## src/rtl/cdc_pkg.sv

```systemverilog
// Shared definitions for the destination-side CDC handshake controller:
// FSM state encodings and default widths.
package cdc_pkg;

    typedef enum logic [1:0] {
        IDLE         = 2'b00,
        WAIT_ACCEPT  = 2'b01,
        WAIT_RELEASE = 2'b10
    } cdc_state_e;

    localparam int DEF_NUM_STAGES = 2;
    localparam int DEF_BUS_WIDTH  = 8;
    localparam int DEF_CNT_WIDTH  = 8;

endpackage

```

## src/rtl/en_sync_chain.sv

```systemverilog
// Single-bit flop chain that brings the asynchronous source request into the
// destination clock domain. Output is the last stage.
module en_sync_chain #(
    parameter int NUM_STAGES = 2
) (
    input  logic i_clk,
    input  logic i_rst_n,
    input  logic i_async,
    output logic o_sync
);

    logic [NUM_STAGES-1:0] r_chain;

    always_ff @(posedge i_clk) begin
        if (!i_rst_n) begin
            r_chain <= '0;
        end else begin
            r_chain <= {r_chain[NUM_STAGES-2:0], i_async};
        end
    end

    assign o_sync = r_chain[NUM_STAGES-1];

endmodule

```

## src/rtl/cdc_handshake_ctrl.sv

```systemverilog
// Destination-domain controller for a 4-phase REQ/ACK multi-bit transfer:
// synchronizes BUS_EN, captures the quasi-static bus once, hands it out with VALID/READY, returns ACK.
module cdc_handshake_ctrl
    import cdc_pkg::*;
#(
    parameter int NUM_STAGES = DEF_NUM_STAGES,
    parameter int BUS_WIDTH  = DEF_BUS_WIDTH,
    parameter int CNT_WIDTH  = DEF_CNT_WIDTH
) (
    input  logic                 CLK,
    input  logic                 RST,
    input  logic [BUS_WIDTH-1:0] UNSYNC_BUS,
    input  logic                 BUS_EN,
    output logic [BUS_WIDTH-1:0] SYNC_BUS,
    output logic                 DATA_VALID,
    input  logic                 DATA_READY,
    output logic                 SYNC_ACK,
    output logic                 PROTO_ERR,
    output logic [CNT_WIDTH-1:0] XFER_CNT,
    output cdc_state_e           DBG_STATE
);

    localparam logic [CNT_WIDTH-1:0] CNT_ONE = {{(CNT_WIDTH-1){1'b0}}, 1'b1};

    // Consumer handshake: a word transfers on every cycle where DATA_VALID and
    // DATA_READY are both high; DATA_VALID never drops without that acceptance
    // and SYNC_BUS is stable while DATA_VALID is high.

    logic                 w_en_s;
    logic                 w_rise;
    logic                 w_accept;

    logic                 r_en_prev;
    cdc_state_e           r_state;
    logic [BUS_WIDTH-1:0] r_sync_bus;
    logic                 r_valid;
    logic                 r_ack;
    logic                 r_err;
    logic [CNT_WIDTH-1:0] r_cnt;

    cdc_state_e           w_state_nxt;
    logic [BUS_WIDTH-1:0] w_bus_nxt;
    logic                 w_valid_nxt;
    logic                 w_ack_nxt;
    logic                 w_err_nxt;
    logic [CNT_WIDTH-1:0] w_cnt_nxt;

    en_sync_chain #(
        .NUM_STAGES (NUM_STAGES)
    ) u_en_sync (
        .i_clk   (CLK),
        .i_rst_n (RST),
        .i_async (BUS_EN),
        .o_sync  (w_en_s)
    );

    assign w_rise   = w_en_s & ~r_en_prev;
    assign w_accept = r_valid & DATA_READY;

    always_ff @(posedge CLK) begin
        if (!RST) begin
            r_en_prev <= 1'b0;
        end else begin
            r_en_prev <= w_en_s;
        end
    end

    always_ff @(posedge CLK) begin
        if (!RST) begin
            r_state    <= IDLE;
            r_sync_bus <= '0;
            r_valid    <= 1'b0;
            r_ack      <= 1'b0;
            r_err      <= 1'b0;
            r_cnt      <= '0;
        end else begin
            r_state    <= w_state_nxt;
            r_sync_bus <= w_bus_nxt;
            r_valid    <= w_valid_nxt;
            r_ack      <= w_ack_nxt;
            r_err      <= w_err_nxt;
            r_cnt      <= w_cnt_nxt;
        end
    end

    always_comb begin
        w_state_nxt = r_state;
        w_bus_nxt   = r_sync_bus;
        w_valid_nxt = r_valid;
        w_ack_nxt   = r_ack;
        w_err_nxt   = r_err;
        w_cnt_nxt   = r_cnt;

        case (r_state)
            IDLE: begin
                // The bus is sampled directly: the source keeps it stable while BUS_EN is high.
                if (w_rise) begin
                    w_bus_nxt   = UNSYNC_BUS;
                    w_valid_nxt = 1'b1;
                    w_state_nxt = WAIT_ACCEPT;
                end
            end
            WAIT_ACCEPT: begin
                if (!w_en_s) begin
                    w_err_nxt = 1'b1;
                end
                if (w_accept) begin
                    w_valid_nxt = 1'b0;
                    w_ack_nxt   = 1'b1;
                    w_cnt_nxt   = r_cnt + CNT_ONE;
                    w_state_nxt = WAIT_RELEASE;
                end
            end
            WAIT_RELEASE: begin
                if (!w_en_s) begin
                    w_ack_nxt   = 1'b0;
                    w_state_nxt = IDLE;
                end
            end
            default: begin
                // Illegal encoding: recover exactly as from reset.
                w_state_nxt = IDLE;
                w_bus_nxt   = '0;
                w_valid_nxt = 1'b0;
                w_ack_nxt   = 1'b0;
                w_err_nxt   = 1'b0;
                w_cnt_nxt   = '0;
            end
        endcase
    end

    assign SYNC_BUS   = r_sync_bus;
    assign DATA_VALID = r_valid;
    assign SYNC_ACK   = r_ack;
    assign PROTO_ERR  = r_err;
    assign XFER_CNT   = r_cnt;
    assign DBG_STATE  = r_state;

endmodule

```

## config.mk

```make
export PLATFORM = sky130hd
export DESIGN_NAME = cdc_handshake_ctrl
export DESIGN_NICKNAME = d
export VERILOG_FILES = /design/src/rtl/cdc_pkg.sv /design/src/rtl/en_sync_chain.sv /design/src/rtl/cdc_handshake_ctrl.sv
export SDC_FILE = /design/constraint.sdc
export NUM_CORES = 1
export LEC_CHECK = 0
export CORE_UTILIZATION = 43
export CTS_BUF_LIST = sky130_fd_sc_hd__clkbuf_4
export CTS_CLUSTER_SIZE = 24
export DETAILED_ROUTE_END_ITERATION = 6
export GPL_TIMING_DRIVEN = 0
export PLACE_DENSITY = 0.81
export SETUP_SLACK_MARGIN = 0.1
export SYNTH_ARGS = -nofsm -noshare
export SYNTH_HDL_FRONTEND = slang
export SYNTH_SLANG_ARGS = --single-unit
export TNS_END_PERCENT = 50
```

## constraint.sdc

```tcl
create_clock -name CLK -period 1.55 [get_ports CLK]
set_clock_uncertainty 0.15 [all_clocks]
set_input_delay 0.465 -clock CLK [delete_from_list [all_inputs] [get_ports CLK]]
set_output_delay 0.465 -clock CLK [all_outputs]
set_load 0.05 [all_outputs]
```

* Yosys cells after proc, flatten, opt, wreduce, memory -nomap -nowiden
Index checks and enable logic that the tools add are counted.
Word-level totals: word-level logic and storage cells 47, register bits after elaboration 24
Operators by class: add/subtract/negate cells 1, mux-type cells 16, equal/unequal tests 6, bitwise gates (word level) 7, reduce and logical (&&, ||, !) cells 9
Operator list (number):
- $pmux 8 s2 | 2
- $mux 8 | 2
- $reduce_and 3->1 | 3
- $add 8x1->8 const B | 1
- $ne 2x2->1 const B | 4
- $mux 2 | 3
- $pmux 1 s3 | 2
- $pmux 2 s3 | 1
- $reduce_and 2->1 | 3
- $mux 1 | 5
- $not 1->1 | 5
- $reduce_or 2->1 | 2
- $and 1x1->1 | 2
- $eq 2x1->1 const B | 1
- $eq 2x2->1 const B | 1
- $logic_not 2->1 | 1
- $pmux 1 s2 | 1

* Depth between registers and ports, before layout
Gate-level depths: netlist of the first run.
depth in word-level cells 4, depth in mapped cells 7, depth with buffers taken out 6

* By module
From an unflattened synthesis of the first run, not the netlist that was laid out.
Unflattened totals: cell total of the unflattened synthesis 115, area, all modules 1068.5 µm²
By module, submodules not included:
- cdc_handshake_ctrl | cells an instance 111, area each 1016.0 µm², times used 1
- en_sync_chain | cells an instance 4, area each 52.6 µm², times used 1

* Worst setup path after synthesis of the first run
OpenSTA, ideal clock, no wires.
path type reg2reg, start register r_state[0] (netlist: DBG_STATE[0]), end register r_err (netlist: PROTO_ERR), stages on the path, launching flop included 7, clock period less this slack 2.102 ns, data arrival time 1.821 ns, buffers on the path 1, slack -0.552 ns, cells stage by stage dfxtp_1 inv_1 ha_1 or2_0 clkbuf_2 o21ai_1 nor2_1
On the way: longest elaborated chain between the ends 4, elaborated cells on any way between the ends 8, those cells by class 3 x eq/ne; 1 x mux; 1 x bitwise; 3 x reduce/logical
RTL lines:
- start, declared | RTL line cdc_handshake_ctrl.sv:34 | cdc_state_e r_state;
- start signal, assigned | RTL line cdc_handshake_ctrl.sv:77 | r_state <= w_state_nxt;
- $eq 2x2->1 or $logic_not 2->1 (tied branches) | RTL line cdc_handshake_ctrl.sv:94 | case (r_state)
- $reduce_or 2->1 (no source line)
- $not 1->1 (no source line)
- $reduce_and 2->1 (no source line)
- end signal, assigned | RTL line cdc_handshake_ctrl.sv:81 | r_err <= w_err_nxt;
- end, declared | RTL line cdc_handshake_ctrl.sv:38 | logic r_err;
Parallel ways exist; a longest one is shown, timed or not. A chain may end at the register's enable or synchronous reset.

* Worst setup path in the final report of the first run
start register r_state[0] (netlist: DBG_STATE[0]), end register r_valid (netlist: DATA_VALID)
On the way: elaborated cells on any way between the ends 8, those cells by class 4 x eq/ne; 1 x mux; 1 x bitwise; 2 x reduce/logical
RTL lines:
- $eq 2x2->1 (tied with other cells) | RTL line cdc_handshake_ctrl.sv:94
- $pmux 1 s3 * | RTL line cdc_handshake_ctrl.sv:94
- net w_valid_nxt | RTL line cdc_handshake_ctrl.sv:43 | logic w_valid_nxt;
- end signal, assigned | RTL line cdc_handshake_ctrl.sv:79 | r_valid <= w_valid_nxt;
- end, declared | RTL line cdc_handshake_ctrl.sv:36 | logic r_valid;
Mark *: on every way through the listed nets, which the timed path passes. The rest lies on a longest branch.

==> flow_summary.ini, run 1 <==
[status]
status = finished with violations
failing_checks = setup timing

[synthesis]
number_of_enable_flip_flop_cells_after_synthesis = 0
yosys_register_bits = 24
seq_area_frac_synth_pct = 42.8
synth_cells = 111
synth_area_sq_um = 1120
mappedNetlistNets = 127
synthFlopType = sky130_fd_sc_hd__dfxtp_1
postSynth.asyncResetShare_pct = 0
synthDistinctLibCells = 30
avgSynthCellArea_sq_um = 10.1
synth_warnings = 0

[power]
netSwitchingPower_mw = 1.13
combPwrFrac_pct = 58.1
power_leakage_nw = 0.705
worst_ir_drop_vdd_v = 0.00107
power.density_cell_area_nw_per_um2 = 1480
intPower_mw = 1.61
p_seq_share_pct = 31.0
report.power.total_mw = 2.74
netSwitchingFraction_pct = 41.2
power.share.clock_pct = 10.9

[die]
floorplan.die.width_um = 53.1
core.rowCount = 18
die_height_um = 53.1
fp.coreArea_sq_um = 2480
dieArea_sq_um = 2820
floorplan.initialDensity_pct = 45.3
num_io_pins = 33

[worst_hold_path]
timing.hold.worst.class = flop to flop
timing.hold.worst_endpoint = u_en_sync.r_chain[1]
holdPathStages = 1
timing.hold.worst.start = u_en_sync.r_chain[0]

[global_route]
grt_antenna_before_repair = 0
grt_pass1_wl_um = 4170
grt_pass1_vias = 963
grt_use_total_pct = 20.4
grt-ovfl-total = 0
grt_max_degree = 14

[cells_and_area]
mostFrequentLayoutCells = sky130_fd_sc_hd__buf_8 (19), sky130_fd_sc_hd__dfxtp_2 (14), sky130_fd_sc_hd__buf_4 (13), sky130_fd_sc_hd__and2_1 (12), sky130_fd_sc_hd__clkdlybuf4s50_1 (10)
fillerInstances = 178
drive_gt1_share_pct = 51.2
multiInputGateArea_sq_um = 701
commonest_non_fill_non_tap_cell_in_the_layout = sky130_fd_sc_hd__buf_8
area.growth.synth_to_final_pct = 65.0
net_count_of_the_finished_layout = 177
final_area_sq_um = 1850
seq_area_sq_um = 520
n_antenna_cell = 0

[clock_network]
ctsLongestPathBuffers = 2
worstSkewPairLatency_ps = 310
cts-buffers-inserted = 3
h-tree-depth = 1
numClockSinks = 24
clockRootBuffer = sky130_fd_sc_hd__clkbuf_4
tritoncts = done
clk_pin_slew_worst_paths_ps = 130

[routing]
post_drt_via_cell_ratio = 5.08
detail_route.drc_violations = 0
first_drt_pass_iteration_count = 2
ant_nets = 0
average_routed_wire_per_standard_cell_um = 13.8
vias = 965
finalWirelength_um = 2620
detailedRoute.firstIterationViolations = 7

[worst_setup_path]
cp_data_arrival_time_ps = 1710
worst-endpoint-required_ps = 1610
cp_startpoint_kind = flop
critical-path-max-stage-delay_ps = 410
critPathCaptureType = flop
timing.critical_path.fanout_max = 7
slowest_cell_on_the_critical_path = sky130_fd_sc_hd__dfxtp_4
regToRegSetupSlack_ps = -100
timing.critical_path.max_delay_family = simple AND/OR/NAND/NOR gates
r2r_cells = 6
critical_path_class = flop to flop
worstPathCellList = inv_4 > ha_4 > or2_0 > clkbuf_8 > or2_4 > o211a_1
critical_path.n_buffers_inverters = 2
regToRegEndpoint = DATA_VALID
worstReg2RegStart = DBG_STATE[0]

[timing]
slew_viol_final = 0
worst_slew_pin_slew_ps = 481
timing.setup.tns_ps = -720
timing.final.crit_period_ps = 1650
unrepaired_setup_endpoints_after_global_routing = yes
setup_slack_ps = -98.5
final.period_utilization_pct = 106
f_max_ghz = 0.607
setup_violations = 12
whs_ps = 300
finalHoldViolations = 0
slew_headroom_pct = 67.9

[placement]
gp_weighted_congestion = 0.749
place_area_sq_um = 1520
place.detailed.hpwl_um = 1720
io_buffers = 31

[job]
max_cap_violations = 0
[timing repair]
action | in CTS | in global routing
gates cloned | 0 | 0
buffers inserted | 13 | 1
gates resized for setup | 177 | 21
endpoints found under the setup margin | 42 | 42
hold buffers | 0 | 0
pin swaps | 12 | 3
[how the worst max path moves through the flow]
stage	startpoint	endpoint	slack [ps]	cells past startpoint
CTS	DBG_STATE[0]	XFER_CNT[2]	-90	7
global placement	DATA_READY	DBG_STATE[0]	-410	5
detailed placement	DATA_READY	DBG_STATE[0]	-420	5
global route	DBG_STATE[0]	XFER_CNT[4]	-150	7
floorplan	DBG_STATE[0]	XFER_CNT[0]	-130	7
finish	DBG_STATE[0]	DATA_VALID	-100	6
[layer usage]
| layer | global-route usage (%) | vias up | part of all wire [%] |
|---|---|---|---|
| met5 | 0 | - | 0 |
| met4 | 8.77 | 0 | 1.2 |
| met3 | 4.02 | 4 | 4.1 |
| met2 | 36.9 | 23 | 53 |
| met1 | 22.9 | 468 | 41 |
| li1 | - | 470 | - |
[registers in the layout, indices dropped and copies added, names as in the netlist]
register	cells
DATA_VALID	1
DBG_STATE	2
PROTO_ERR	1
SYNC_ACK	1
SYNC_BUS	8
XFER_CNT	8
r_en_prev	1
u_en_sync.r_chain	2
[Yosys cell counts (2+ instances only)]
master	n	area (sq um)
sky130_fd_sc_hd__a21boi_1	2	15.0
sky130_fd_sc_hd__nor2_1	11	41.3
sky130_fd_sc_hd__clkbuf_1	3	11.3
sky130_fd_sc_hd__nor3_1	3	15.0
sky130_fd_sc_hd__nand3_1	4	20.0
sky130_fd_sc_hd__nand2_1	5	18.8
sky130_fd_sc_hd__dfxtp_1	24	480
sky130_fd_sc_hd__xnor2_1	6	52.6
sky130_fd_sc_hd__inv_1	2	7.51
sky130_fd_sc_hd__nor2b_1	8	50.1
sky130_fd_sc_hd__and2_1	12	75.1
sky130_fd_sc_hd__ha_1	4	50.1
sky130_fd_sc_hd__mux2i_1	9	90.1
sky130_fd_sc_hd__nor3_2	2	20.0
[final cells by class]
type / instances / area share (%)
buffer: 4 / 1.35
clock buffer: 4 / 1.62
inverter: 2 / 0.676
multi-input combinational: 81 / 37.8
sequential: 24 / 28.1
tap: 30 / 2.03
timing repair buffer: 45 / 28.4
[worst reg2reg max path, stage by stage (launching register included)]
cell and delay (ps):
sky130_fd_sc_hd__dfxtp_4 410, sky130_fd_sc_hd__inv_4 60, sky130_fd_sc_hd__ha_4 180, sky130_fd_sc_hd__or2_0 210, sky130_fd_sc_hd__clkbuf_8 170, sky130_fd_sc_hd__or2_4 250, sky130_fd_sc_hd__o211a_1 120
[metrics by stage]
stage          setup slack, ps  util [%]  cells
3_3_place_gp              -415      61.3    172
4_1_cts                  -88.8      70.8    189
5_1_grt                   -152      74.7    190
3_5_place_dp              -423      61.3    172
2_1_floorplan             -130         -    111
6_report                 -98.5      74.7    190
[cell families (layout without fill, tap and decap cells)]
logic type / after synthesis / after routing / share of synthesized area (%)
flops: 24 / 24 / 42.8
xor+xnor: 6 / 6 / 4.68
fa+ha+maj: 4 / 4 / 4.46
mux: 9 / 9 / 8.03
compound gates: 10 / 10 / 9.48
buf+inv: 6 / 55 / 2.12
simple gates: 52 / 52 / 28.4
[power groups by stage]
stage	Combinational, mW	Clock [mW]	Sequential [mW]
6_report	1.59	0.300	0.849
5_1_grt	1.68	0.338	0.865
4_1_cts	1.43	0.309	0.830
3_5_place_dp	1.25	0	0.813
3_3_place_gp	1.23	0	0.810
2_1_floorplan	0.612	0	1.12
No activity file was read; power rests on OpenSTA's default activity.
==> run 2, diff against run 1 <==
CORE_ASPECT_RATIO = 0.6   (was default)
==> run 2 against run 1 <==
  * The flow still finishes with violations (setup timing)
  * Sequential share of layout area rose by 0.46 points
  * Register-to-register slack got worse by 60 ps
  * Maximum frequency decreased by 3.4%
  * Routed wire length is 6.8% higher
  * Worst hold slack improved by 20 ps
  * Via count up 1.8%
  * Global-route usage shrank 0.88 points
  * Critical path depth is the same
  * Power fell by 0.83%
  * Die area increased by 0.24%
  * Combinational power barely moved
  * Sequential power decreased by 0.8%
  * Critical endpoint unchanged
==> flow_summary.ini, run 2 (synthesized netlist as in run 1, its figures left out) <==
[status]
status = finished with violations
failing_checks = setup timing

[die]
fp.coreArea_sq_um = 2310
core.rowCount = 13
dieArea_sq_um = 2830
die_height_um = 41.6
floorplan.die.width_um = 68.0
floorplan.initialDensity_pct = 48.6
num_io_pins = 33

[clock_network]
clk_pin_slew_worst_paths_ps = 130
h-tree-depth = 1
tritoncts = done
cts-buffers-inserted = 3
numClockSinks = 24
clockRootBuffer = sky130_fd_sc_hd__clkbuf_4
number_of_hold_buffers_added_after_cts = 0
ctsLongestPathBuffers = 2
worstSkewPairLatency_ps = 310

[power]
worst_ir_drop_vdd_v = 0.000992
power_leakage_nw = 0.689
report.power.total_mw = 2.72
power.density_cell_area_nw_per_um2 = 1510

[worst_hold_path]
timing.hold.worst.start = u_en_sync.r_chain[0]
timing.hold.worst_endpoint = u_en_sync.r_chain[1]
timing.hold.worst.class = flop to flop
holdPathStages = 1

[cells_and_area]
drive_gt1_share_pct = 48.1
final_area_sq_um = 1800
fillerInstances = 139
mostFrequentLayoutCells = sky130_fd_sc_hd__dfxtp_2 (16), sky130_fd_sc_hd__buf_8 (16), sky130_fd_sc_hd__and2_1 (12), sky130_fd_sc_hd__buf_4 (11)
n_antenna_cell = 0
area.growth.synth_to_final_pct = 60.8
multiInputGateArea_sq_um = 687
seq_area_sq_um = 515
net_count_of_the_finished_layout = 175

[placement]
place.detailed.hpwl_um = 1720
preCtsSetupSlack_ps = -408
io_buffers = 31
place_area_sq_um = 1520
gp_weighted_congestion = 0.770

[worst_setup_path]
r2r_cells = 6
critical-path-max-stage-delay_ps = 410
regToRegSetupSlack_ps = -160
critical_path_class = flop to flop
worstPathCellList = inv_4 > ha_4 > or2_0 > clkbuf_8 > or2_4 > o211a_1
timing.critical_path.fanout_max = 7
setup.worst_path.start = DBG_STATE[1]
worstReg2RegStart = DBG_STATE[1]
slowest_cell_on_the_critical_path = sky130_fd_sc_hd__dfxtp_4
critPathCaptureType = flop
worst-endpoint-required_ps = 1620
cp_data_arrival_time_ps = 1770
cp_startpoint_kind = flop
regToRegEndpoint = DATA_VALID

[global_route]
use_met3_pct = 7.14
grt_antenna_before_repair = 0
grt_pass1_wl_um = 4130
globalRouteMet1Util_pct = 25.7
grt_max_degree = 14
grt_pass1_vias = 892
grt-ovfl-total = 0
grt_use_total_pct = 19.6
gr-max-usage-layer = met2
met2_usage_pct = 31.2

[timing]
whs_ps = 320
worst_slew_pin_slew_ps = 473
finalHoldViolations = 0
f_max_ghz = 0.586
slew_viol_final = 0
setup_violations = 14
timing.final.crit_period_ps = 1710
setup_slack_ps = -156
final.period_utilization_pct = 110
slew_headroom_pct = 68.4
unrepaired_setup_endpoints_after_global_routing = yes

[routing]
post_drt_via_cell_ratio = 5.22
finalWirelength_um = 2790
first_drt_pass_iteration_count = 4
average_routed_wire_per_standard_cell_um = 14.9
detail_route.drc_violations = 0
ant_nets = 0
vias = 982
detailedRoute.firstIterationViolations = 45

[job]
max_cap_violations = 0
## run 2: cell count changes in the layout (fill, tap and decap cells not counted), sizes merged
cell / previous run / this run
clkbuf: 8 / 7
buf: 35 / 33
clkinv: 0 / 1
## run 2: metal layers
| metal | up-vias | share of wire, % |
|---|---|---|
| li1 | 469 | - |
| met1 | 473 | 45 |
| met2 | 34 | 46 |
| met3 | 6 | 7.1 |
| met4 | 0 | 1.3 |
| met5 | - | 0 |
## run 2: layout make-up
cell class,instances,area share [%]
Buffer,4,1.46
Clock buffer,3,1.25
Clock inverter,1,0.208
Inverter,2,0.693
Multi-Input combinational cell,81,38.1
Sequential cell,24,28.6
Tap cell,30,2.08
Timing Repair Buffer,43,27.7
## run 2: metrics by stage
stage | std cells | util [%] | TNS [ps]
2_1_floorplan | 111 | - | -1140
3_3_place_gp | 172 | 65.8 | -8010
3_5_place_dp | 172 | 65.8 | -8230
4_1_cts | 184 | 73.5 | -1230
5_1_grt | 188 | 78.1 | -2130
6_report | 188 | 78.1 | -1190
## run 2: power by group
part	switching, mW	internal, mW	total (mW)
Sequential	0.109	0.733	0.842
Clock	0.185	0.0943	0.279
Combinational	0.843	0.755	1.60
## run 2: critical path, delay by kind of cell (launching register included)
kind,cells,cell delay (ps)
AOI/OAI and AO/OA,1,140
adders and majority gates,1,180
buffers and inverters,2,240
DFF,1,410
and+or+nand+nor,2,480
## run 2: worst max path at each step
stage	to	cells after the start	slack (ps)
6_report	DATA_VALID	6	-160
5_1_grt	DATA_VALID	6	-210
4_1_cts	DATA_VALID	6	-90
3_5_place_dp	DBG_STATE[0]	5	-410
3_3_place_gp	DBG_STATE[0]	5	-400
2_1_floorplan	XFER_CNT[0]	7	-130
## run 2: what timing repair did
item	4_1_cts	5_1_grt
resized for setup	174	17
setup buffers	8	4
endpoints found under the setup margin	42	42
pin swaps	4	3
